$ cat src/rtl/matmul_sequencer.sv
// rtl/matmul_sequencer.sv - operand fetch, shift-add multiply, result buffer and summation sequencer
//
// Purpose:
//   Pops operand pairs from the multiplicand/multiplier FIFOs and multiplies each
//   pair with an iterative shift-add unit, one multiplier bit per cycle. It stores
//   NUM_PROD products in a result buffer. On an add command it sums the buffer.
//   Level done flags are provided for interrupt generation.
//
// Build option:
//   SAT_ADD_EN - when defined, buffer summation is unsigned saturating.
//                When undefined, summation wraps mod 2^DATA_W.
//                Multiplication always wraps.
//
// Ports:
//   clk, reset_n          clock, asynchronous active-low reset
//   op_start              multiply start strobe
//   op_clear              synchronous abort/clear strobe (highest priority)
//   add_start             summation start strobe
//   a_empty/a_dout/a_rd   multiplicand FIFO (data valid the cycle after a_rd)
//   b_empty/b_dout/b_rd   multiplier FIFO (data valid the cycle after b_rd)
//   rAddr/result          combinational result buffer read port
//   sum                   summation result
//   busy                  operation in progress
//   mul_done/add_done     level completion flags

module matmul_sequencer #(
    parameter int DATA_W   = 32,
    parameter int NUM_PROD = 16,
    parameter int ADDR_W   = 4
) (
    input  logic              clk,
    input  logic              reset_n,
    input  logic              op_start,
    input  logic              op_clear,
    input  logic              add_start,
    input  logic              a_empty,
    input  logic [DATA_W-1:0] a_dout,
    output logic              a_rd,
    input  logic              b_empty,
    input  logic [DATA_W-1:0] b_dout,
    output logic              b_rd,
    input  logic [ADDR_W-1:0] rAddr,
    output logic [DATA_W-1:0] result,
    output logic [DATA_W-1:0] sum,
    output logic              busy,
    output logic              mul_done,
    output logic              add_done
);

    localparam int                BC_W        = (DATA_W > 1) ? $clog2(DATA_W) : 1;
    localparam logic [ADDR_W-1:0] LP_LAST_IDX = ADDR_W'(NUM_PROD - 1);
    localparam logic [BC_W-1:0]   LP_LAST_BIT = BC_W'(DATA_W - 1);
    localparam logic [ADDR_W:0]   LP_NUM_PROD = (ADDR_W + 1)'(NUM_PROD);

    typedef enum logic [2:0] {
        S_IDLE,
        S_FETCH,
        S_LOAD,
        S_MUL,
        S_STORE,
        S_MDONE,
        S_ADD,
        S_ADONE
    } state_t;

    state_t              r_state;
    state_t              w_next;

    logic [DATA_W-1:0]   r_buf [NUM_PROD];
    logic [ADDR_W-1:0]   r_widx;
    logic [ADDR_W-1:0]   r_ridx;
    logic [DATA_W-1:0]   r_mcand;
    logic [DATA_W-1:0]   r_mplier;
    logic [DATA_W-1:0]   r_prod;
    logic [BC_W-1:0]     r_bitcnt;
    logic [DATA_W-1:0]   r_acc;
    logic [DATA_W-1:0]   r_sum;
    logic                r_mul_done;
    logic                r_add_done;

    logic                w_pop;
    logic                w_restart;
    logic                w_add_go;
    logic [DATA_W:0]     w_acc_sum;
    logic [DATA_W-1:0]   w_acc_next;

    // ------------------------------------------------------------------
    // State register
    // ------------------------------------------------------------------
    always_ff @(posedge clk or negedge reset_n) begin
        if (!reset_n) begin
            r_state <= S_IDLE;
        end else begin
            r_state <= w_next;
        end
    end

    // ------------------------------------------------------------------
    // Next state and control strobes
    // ------------------------------------------------------------------
    always_comb begin
        w_next    = r_state;
        w_pop     = 1'b0;
        w_restart = 1'b0;
        w_add_go  = 1'b0;
        case (r_state)
            S_IDLE: begin
                if (op_start) begin
                    w_restart = 1'b1;
                    w_next    = S_FETCH;
                end
            end
            S_FETCH: begin
                // Both FIFOs are popped together or not at all.
                if (!a_empty && !b_empty) begin
                    w_pop  = 1'b1;
                    w_next = S_LOAD;
                end
            end
            S_LOAD: begin
                w_next = S_MUL;
            end
            S_MUL: begin
                if (r_bitcnt == LP_LAST_BIT) begin
                    w_next = S_STORE;
                end
            end
            S_STORE: begin
                w_next = (r_widx == LP_LAST_IDX) ? S_MDONE : S_FETCH;
            end
            S_MDONE, S_ADONE: begin
                if (op_start) begin
                    w_restart = 1'b1;
                    w_next    = S_FETCH;
                end else if (add_start) begin
                    w_add_go = 1'b1;
                    w_next   = S_ADD;
                end
            end
            S_ADD: begin
                if (r_ridx == LP_LAST_IDX) begin
                    w_next = S_ADONE;
                end
            end
            default: begin
                w_next = S_IDLE;
            end
        endcase

        // Clear overrides everything, including a pending pop.
        if (op_clear) begin
            w_next    = S_IDLE;
            w_pop     = 1'b0;
            w_restart = 1'b0;
            w_add_go  = 1'b0;
        end
    end

    // ------------------------------------------------------------------
    // Accumulator adder: keep the carry so the saturating build can clamp.
    // Once clamped to all-ones, any further add either overflows or adds
    // zero, so the clamp persists without a separate sticky bit.
    // ------------------------------------------------------------------
    assign w_acc_sum = {1'b0, r_acc} + {1'b0, r_buf[r_ridx]};

`ifdef SAT_ADD_EN
    assign w_acc_next = w_acc_sum[DATA_W] ? {DATA_W{1'b1}} : w_acc_sum[DATA_W-1:0];
`else
    assign w_acc_next = w_acc_sum[DATA_W-1:0];
`endif

    // ------------------------------------------------------------------
    // Datapath
    // ------------------------------------------------------------------
    always_ff @(posedge clk or negedge reset_n) begin
        if (!reset_n) begin
            for (int i = 0; i < NUM_PROD; i++) begin
                r_buf[i] <= '0;
            end
            r_widx     <= '0;
            r_ridx     <= '0;
            r_mcand    <= '0;
            r_mplier   <= '0;
            r_prod     <= '0;
            r_bitcnt   <= '0;
            r_acc      <= '0;
            r_sum      <= '0;
            r_mul_done <= 1'b0;
            r_add_done <= 1'b0;
        end else if (op_clear) begin
            for (int i = 0; i < NUM_PROD; i++) begin
                r_buf[i] <= '0;
            end
            r_widx     <= '0;
            r_ridx     <= '0;
            r_acc      <= '0;
            r_sum      <= '0;
            r_mul_done <= 1'b0;
            r_add_done <= 1'b0;
        end else begin
            if (w_restart) begin
                r_widx     <= '0;
                r_mul_done <= 1'b0;
                r_add_done <= 1'b0;
            end
            if (w_add_go) begin
                r_ridx     <= '0;
                r_acc      <= '0;
                r_add_done <= 1'b0;
            end
            case (r_state)
                S_LOAD: begin
                    r_mcand  <= a_dout;
                    r_mplier <= b_dout;
                    r_prod   <= '0;
                    r_bitcnt <= '0;
                end
                S_MUL: begin
                    if (r_mplier[0]) begin
                        r_prod <= r_prod + r_mcand;
                    end
                    r_mcand  <= r_mcand << 1;
                    r_mplier <= r_mplier >> 1;
                    r_bitcnt <= r_bitcnt + 1'b1;
                end
                S_STORE: begin
                    r_buf[r_widx] <= r_prod;
                    if (r_widx == LP_LAST_IDX) begin
                        r_mul_done <= 1'b1;
                    end else begin
                        r_widx <= r_widx + 1'b1;
                    end
                end
                S_ADD: begin
                    r_acc <= w_acc_next;
                    if (r_ridx == LP_LAST_IDX) begin
                        r_sum      <= w_acc_next;
                        r_add_done <= 1'b1;
                    end else begin
                        r_ridx <= r_ridx + 1'b1;
                    end
                end
                default: begin
                end
            endcase
        end
    end

    // ------------------------------------------------------------------
    // Outputs
    // ------------------------------------------------------------------
    assign a_rd     = w_pop;
    assign b_rd     = w_pop;
    assign sum      = r_sum;
    assign mul_done = r_mul_done;
    assign add_done = r_add_done;
    assign busy     = (r_state != S_IDLE) && (r_state != S_MDONE) && (r_state != S_ADONE);
    assign result   = ({1'b0, rAddr} < LP_NUM_PROD) ? r_buf[rAddr] : '0;

endmodule

$ cat config.mk
export PLATFORM = sky130hd
export DESIGN_NAME = matmul_sequencer
export DESIGN_NICKNAME = d
export VERILOG_FILES = /design/src/rtl/matmul_sequencer.sv
export SDC_FILE = /design/constraint.sdc
export NUM_CORES = 1
export LEC_CHECK = 0
export CAP_MARGIN = 0
export CORE_MARGIN = 5
export CORE_UTILIZATION = 40
export CTS_CLUSTER_DIAMETER = 30
export DETAILED_ROUTE_END_ITERATION = 12
export SLEW_MARGIN = 0
export SYNTH_ARGS = -nofsm -noshare
export SYNTH_HDL_FRONTEND = slang
export SYNTH_SLANG_ARGS = --single-unit
export TNS_END_PERCENT = 1
$ cat constraint.sdc
create_clock -name clk -period 8.25 [get_ports clk]
set_input_delay 0.825 -clock clk [delete_from_list [all_inputs] [get_ports clk]]
set_output_delay 0.825 -clock clk [all_outputs]
set_load 0.05 [all_outputs]
==> Flow_metrics.wiki <==
{| class="wikitable"
! Metric !! Value
|-
| Outcome || complete, no violations
|-
| Share of the core filled with cells in the final layout || 49.2%
|-
| Transition time at the pin with the least slew margin || between 1000 and 1500 ps
|-
| Final worst hold slack || about 40 ps
|-
| Unrepaired setup endpoints after global routing || no
|-
| FF-to-FF setup slack || 2850 ps
|-
| Wirelength, routed || 130000 um
|-
| Core box area || 95300 sq um
|-
| RR Endpoint || sum[31]$_DFFE_PN0P_
|-
| Switching share of total power || a little over a quarter
|-
| Via density per instance || 5.92
|-
| Initial core utilization || between 40% and 50%
|-
| Share of synthesized area occupied by flip-flops and latches || 44.9%
|-
| Critical R2R Launch || r_ridx[0]$_DFF_PN0_
|-
| Worst Setup Start Kind || flip-flop
|-
| Worst setup skew after layout || 55.5 ps
|-
| Clock root buffer || sky130_fd_sc_hd__clkbuf_16
|-
| Combinational fraction of design power || under 10%
|-
| Category of the worst setup path capture point || flip-flop
|-
| Type of the most critical hold path || in -> async
|-
| IO Pins || 144
|-
| Worst ir drop on vdd || between 0.2 and 0.25 mV
|-
| Async set or reset register ratio after synthesis || 100%
|-
| Most common cell after layout, fill and taps aside || sky130_fd_sc_hd__nand2_1
|-
| DP HPWL || 74800 um
|-
| Biggest cell delay along the critical path || 1100 ps
|-
| Hold Fails Final Rpt || 0
|-
| Data arrival at the endpoint of the critical path || 6030 ps
|-
| Number of antenna violations at the first check in global routing || 2
|-
| Cell type with the largest total area after synthesis || sky130_fd_sc_hd__dfrtp_1
|-
| Total CTS buffers || roughly 160
|-
| Critical path required time || 8870 ps
|-
| Post-synthesis instance area || 38500 sq um
|-
| Max-slew violation count || 0
|-
| Count of vias placed by the detailed router || 31336
|-
| Power density over the cells || 253 nW/um^2
|-
| Pre-CTS worst setup slack || approximately 2900 ps
|-
| Number of synthesized register bits || 690
|-
| Static leakage power || 19.4 nW
|-
| Largest net degree at the start of global routing || 182
|-
| Post-route fraction of the period consumed by the critical path || 65.5%
|-
| Floorplan row count || 113
|-
| Clock buffer depth || 3
|-
| Drt first-iter violations || 3523
|-
| Synthesized instance count || 3878
|-
| Share of layout cells above drive strength 1 || 17.6%
|-
| Average wire per standard cell || around 25 um
|-
| Synth Area in Adders || 2.35%
|-
| Worst slew margin || a little under a fifth
|-
| Tot GR Track Use || 25.1%
|-
| Ys Warns || 0
|-
| Post-synthesis compound-gate area fraction || ~13%
|-
| Max-capacitance violation count || 0
|-
| Count of buffers inserted at the top-level ports || 143
|-
| Kind of cell adding the most delay to the critical path || compound AO/OA/AOI/OAI gates
|-
| Number of unique standard cell types used by synthesis || 62
|-
| Count of flip-flops with a built-in enable after synthesis || 0
|-
| First-pass GRT wire length || just under 200000 um
|-
| Final nets || roughly 4000
|-
| Clk network pwr share || 58.7%
|-
| Area growth from synthesis to final layout || 21.9%
|-
| Largest fanout on the critical path || 53
|-
| CP max-delay cell || sky130_fd_sc_hd__dfrtp_4
|-
| Grt total ovfl || 0
|-
| Simple logic cell fraction of the synthesized area || between 10% and 20%
|-
| Max Fclk || between 150 and 200 MHz
|-
| Type of the setup path with the least slack || reg -> reg
|-
| Horizontal die dimension || 320 um
|-
| DRC violations left || 0
|-
| Final ANT Viol Nets || 0
|-
| Syn Area/Cell || 9.92 sq um
|-
| # H-tree levels || 4
|-
| Sequential group share of total power || 33.2%
|-
| Number of iterations in the first detailed-routing pass || 6
|-
| Via count of the first global-routing pass || ~31000
|-
| CP cell instances || buf_12 > mux4_2 > mux4_2 > ha_1 > a21oi_1 > o21ai_1 > a21oi_1 > nand3_1 > a32oi_1 > a21oi_1 > o211ai_2 > xnor2_1 > a211oi_2
|-
| Dpl cell area || a little over 40000 sq um
|-
| Die extent in y || 320 um
|-
| Cell repeated most along the worst path || sky130_fd_sc_hd__a21oi_1
|-
| Cell area after layout || about 47000 sq um
|-
| Cts-stage hold buffer count || 0
|-
| Routability cong. || 0.827
|-
| Internal power summed over all cells || slightly below 9 mW
|-
| Cells taking the most area after synthesis || sky130_fd_sc_hd__dfrtp_1 (45%), sky130_fd_sc_hd__mux4_2 (19%), sky130_fd_sc_hd__nand2_1 (12%), sky130_fd_sc_hd__a21oi_1 (7.7%), sky130_fd_sc_hd__clkbuf_1 (3.1%)
|-
| CTS resizes || 0
|-
| Net count of the mapped netlist || 4024
|-
| Dominant synthesized flop cell || sky130_fd_sc_hd__dfrtp_1
|-
| Synth top area share || about 45%
|-
| Multiplexer share of the synthesized area || between 20% and 30%
|-
| Total negative setup slack || 0 ps
|-
| Die area || 102000 sq um
|-
| Clock net sink count || 690
|-
| # setup viols final || 0
|-
| Final critical-path required period || 5400 ps
|-
| Clock Latency Late Sink || 770 ps
|-
| Most used cells in the layout excluding fill and tap cells || sky130_fd_sc_hd__nand2_1 (1229), sky130_fd_sc_hd__dfrtp_1 (686), sky130_fd_sc_hd__a21oi_1 (589)
|-
| Main combinational cell family by area after synthesis || multiplexers
|-
| Postcts setup bufs || 0
|-
| Clock tree from TritonCTS || yes
|-
| Switch Pwr || 3.14 mW
|-
| Minimum setup slack in the final design || 2850 ps
|-
| Buffers plus inverters on the worst setup path || 1
|-
| Parity-gate share of the synthesized area counting xor and xnor cells || 1.12%
|-
| Worst-path clk slew || approximately 50 ps
|-
| Register-to-Register Path Depth || 13
|}
==> synth_stat cells, drive strengths merged (3+ instances only) <==
library cell,count
and2,10
buf,34
nand3b,4
nor3b,5
a211oi,12
a32o,4
and4,3
mux4,320
o211ai,10
a2111o,4
o21a,14
a221oi,3
a21oi,589
clkbuf,318
or2,3
nand2b,14
a41oi,4
o21ai,128
and3,9
dfrtp,690
inv,21
nand4,13
a22o,23
nor4,3
o31ai,8
nand2,1230
xnor2,31
mux2i,65
nor3,23
a211o,5
nand3,26
a31oi,12
or3,9
nor2b,16
nand4b,3
ha,69
o21bai,4
xor2,18
a21o,42
nor2,61
==> final cells by class <==
type,instances,area [sq um]
flip-flops and latches,690,17300
well taps,1265,1580
inverters,21,78.8
diodes,2,5.00
fillers,8645,48400
multi-input cells,2815,20000
clock buffers,194,4330
clock inverters,105,1670
repair buffers,203,1970
==> registers in the layout, summed over array words and instances, names as in the netlist <==
signal    cells
r_mcand      32
r_bitcnt      5
r_acc        32
r_buf       512
r_mplier     32
r_state       3
sum          32
r_prod       32
r_ridx        4
add_done      1
mul_done      1
r_widx        4
==> how the worst max path moves through the flow <==
stage | startpoint | to | depth (start not counted)
2_1_floorplan | r_ridx[0]$_DFF_PN0_ | r_acc[24]$_DFFE_PN0P_ | 17
3_3_place_gp | r_ridx[0]$_DFF_PN0_ | r_acc[31]$_DFFE_PN0P_ | 13
3_5_place_dp | r_ridx[0]$_DFF_PN0_ | r_acc[31]$_DFFE_PN0P_ | 13
6_report | r_ridx[0]$_DFF_PN0_ | sum[31]$_DFFE_PN0P_ | 13
5_1_grt | r_ridx[0]$_DFF_PN0_ | sum[31]$_DFFE_PN0P_ | 13
4_1_cts | r_ridx[0]$_DFF_PN0_ | sum[31]$_DFFE_PN0P_ | 13
==> cells by family (layout without fill, tap and decap cells) <==
group,Yosys count,count (layout)
XOR/XNOR,49,49
flip-flops,690,690
buffers and inverters,373,523
multiplexers,386,386
AND/OR/NAND/NOR,1434,1434
adder cells (fa/ha/maj),71,71
other,0,2
AO/OA/AOI/OAI,875,875
==> metrics by stage <==
stage | std cells | power, mW
CTS | 5293 | 11.9
detailed placement | 4994 | 4.94
finish | 5295 | 11.9
global placement | 4994 | 4.93
floorplan | 3878 | 4.56
global route | 5293 | 12.3
==> worst reg2reg max path, stage by stage (launching register included) <==
cell	delay, ps
sky130_fd_sc_hd__dfrtp_4	1100
sky130_fd_sc_hd__buf_12	530
sky130_fd_sc_hd__mux4_2	580
sky130_fd_sc_hd__mux4_2	530
sky130_fd_sc_hd__ha_1	420
sky130_fd_sc_hd__a21oi_1	230
sky130_fd_sc_hd__o21ai_1	120
sky130_fd_sc_hd__a21oi_1	300
sky130_fd_sc_hd__nand3_1	240
sky130_fd_sc_hd__a32oi_1	430
sky130_fd_sc_hd__a21oi_1	170
sky130_fd_sc_hd__o211ai_2	260
sky130_fd_sc_hd__xnor2_1	120
sky130_fd_sc_hd__a211oi_2	240
==> layer usage <==
layer | vias up | track usage (%) | routed length, um
met5 | - | 0 | 0
met2 | 1633 | 38.5 | 58600
met1 | 15608 | 34.1 | 52100
met4 | 0 | 9.99 | 4970
li1 | 13750 | - | -
met3 | 345 | 7.22 | 14600
==> power groups by stage <==
| stage | registers, mW | logic [mW] | clock network [mW] |
|---|---|---|---|
| global placement | 3.97 | 0.956 | 0 |
| finish | 3.94 | 0.965 | 6.95 |
| global route | 3.97 | 1.09 | 7.22 |
| floorplan | 3.73 | 0.832 | 0 |
| CTS | 3.93 | 0.973 | 7.03 |
| detailed placement | 3.97 | 0.970 | 0 |
No activity file was read; power rests on OpenSTA's default activity.
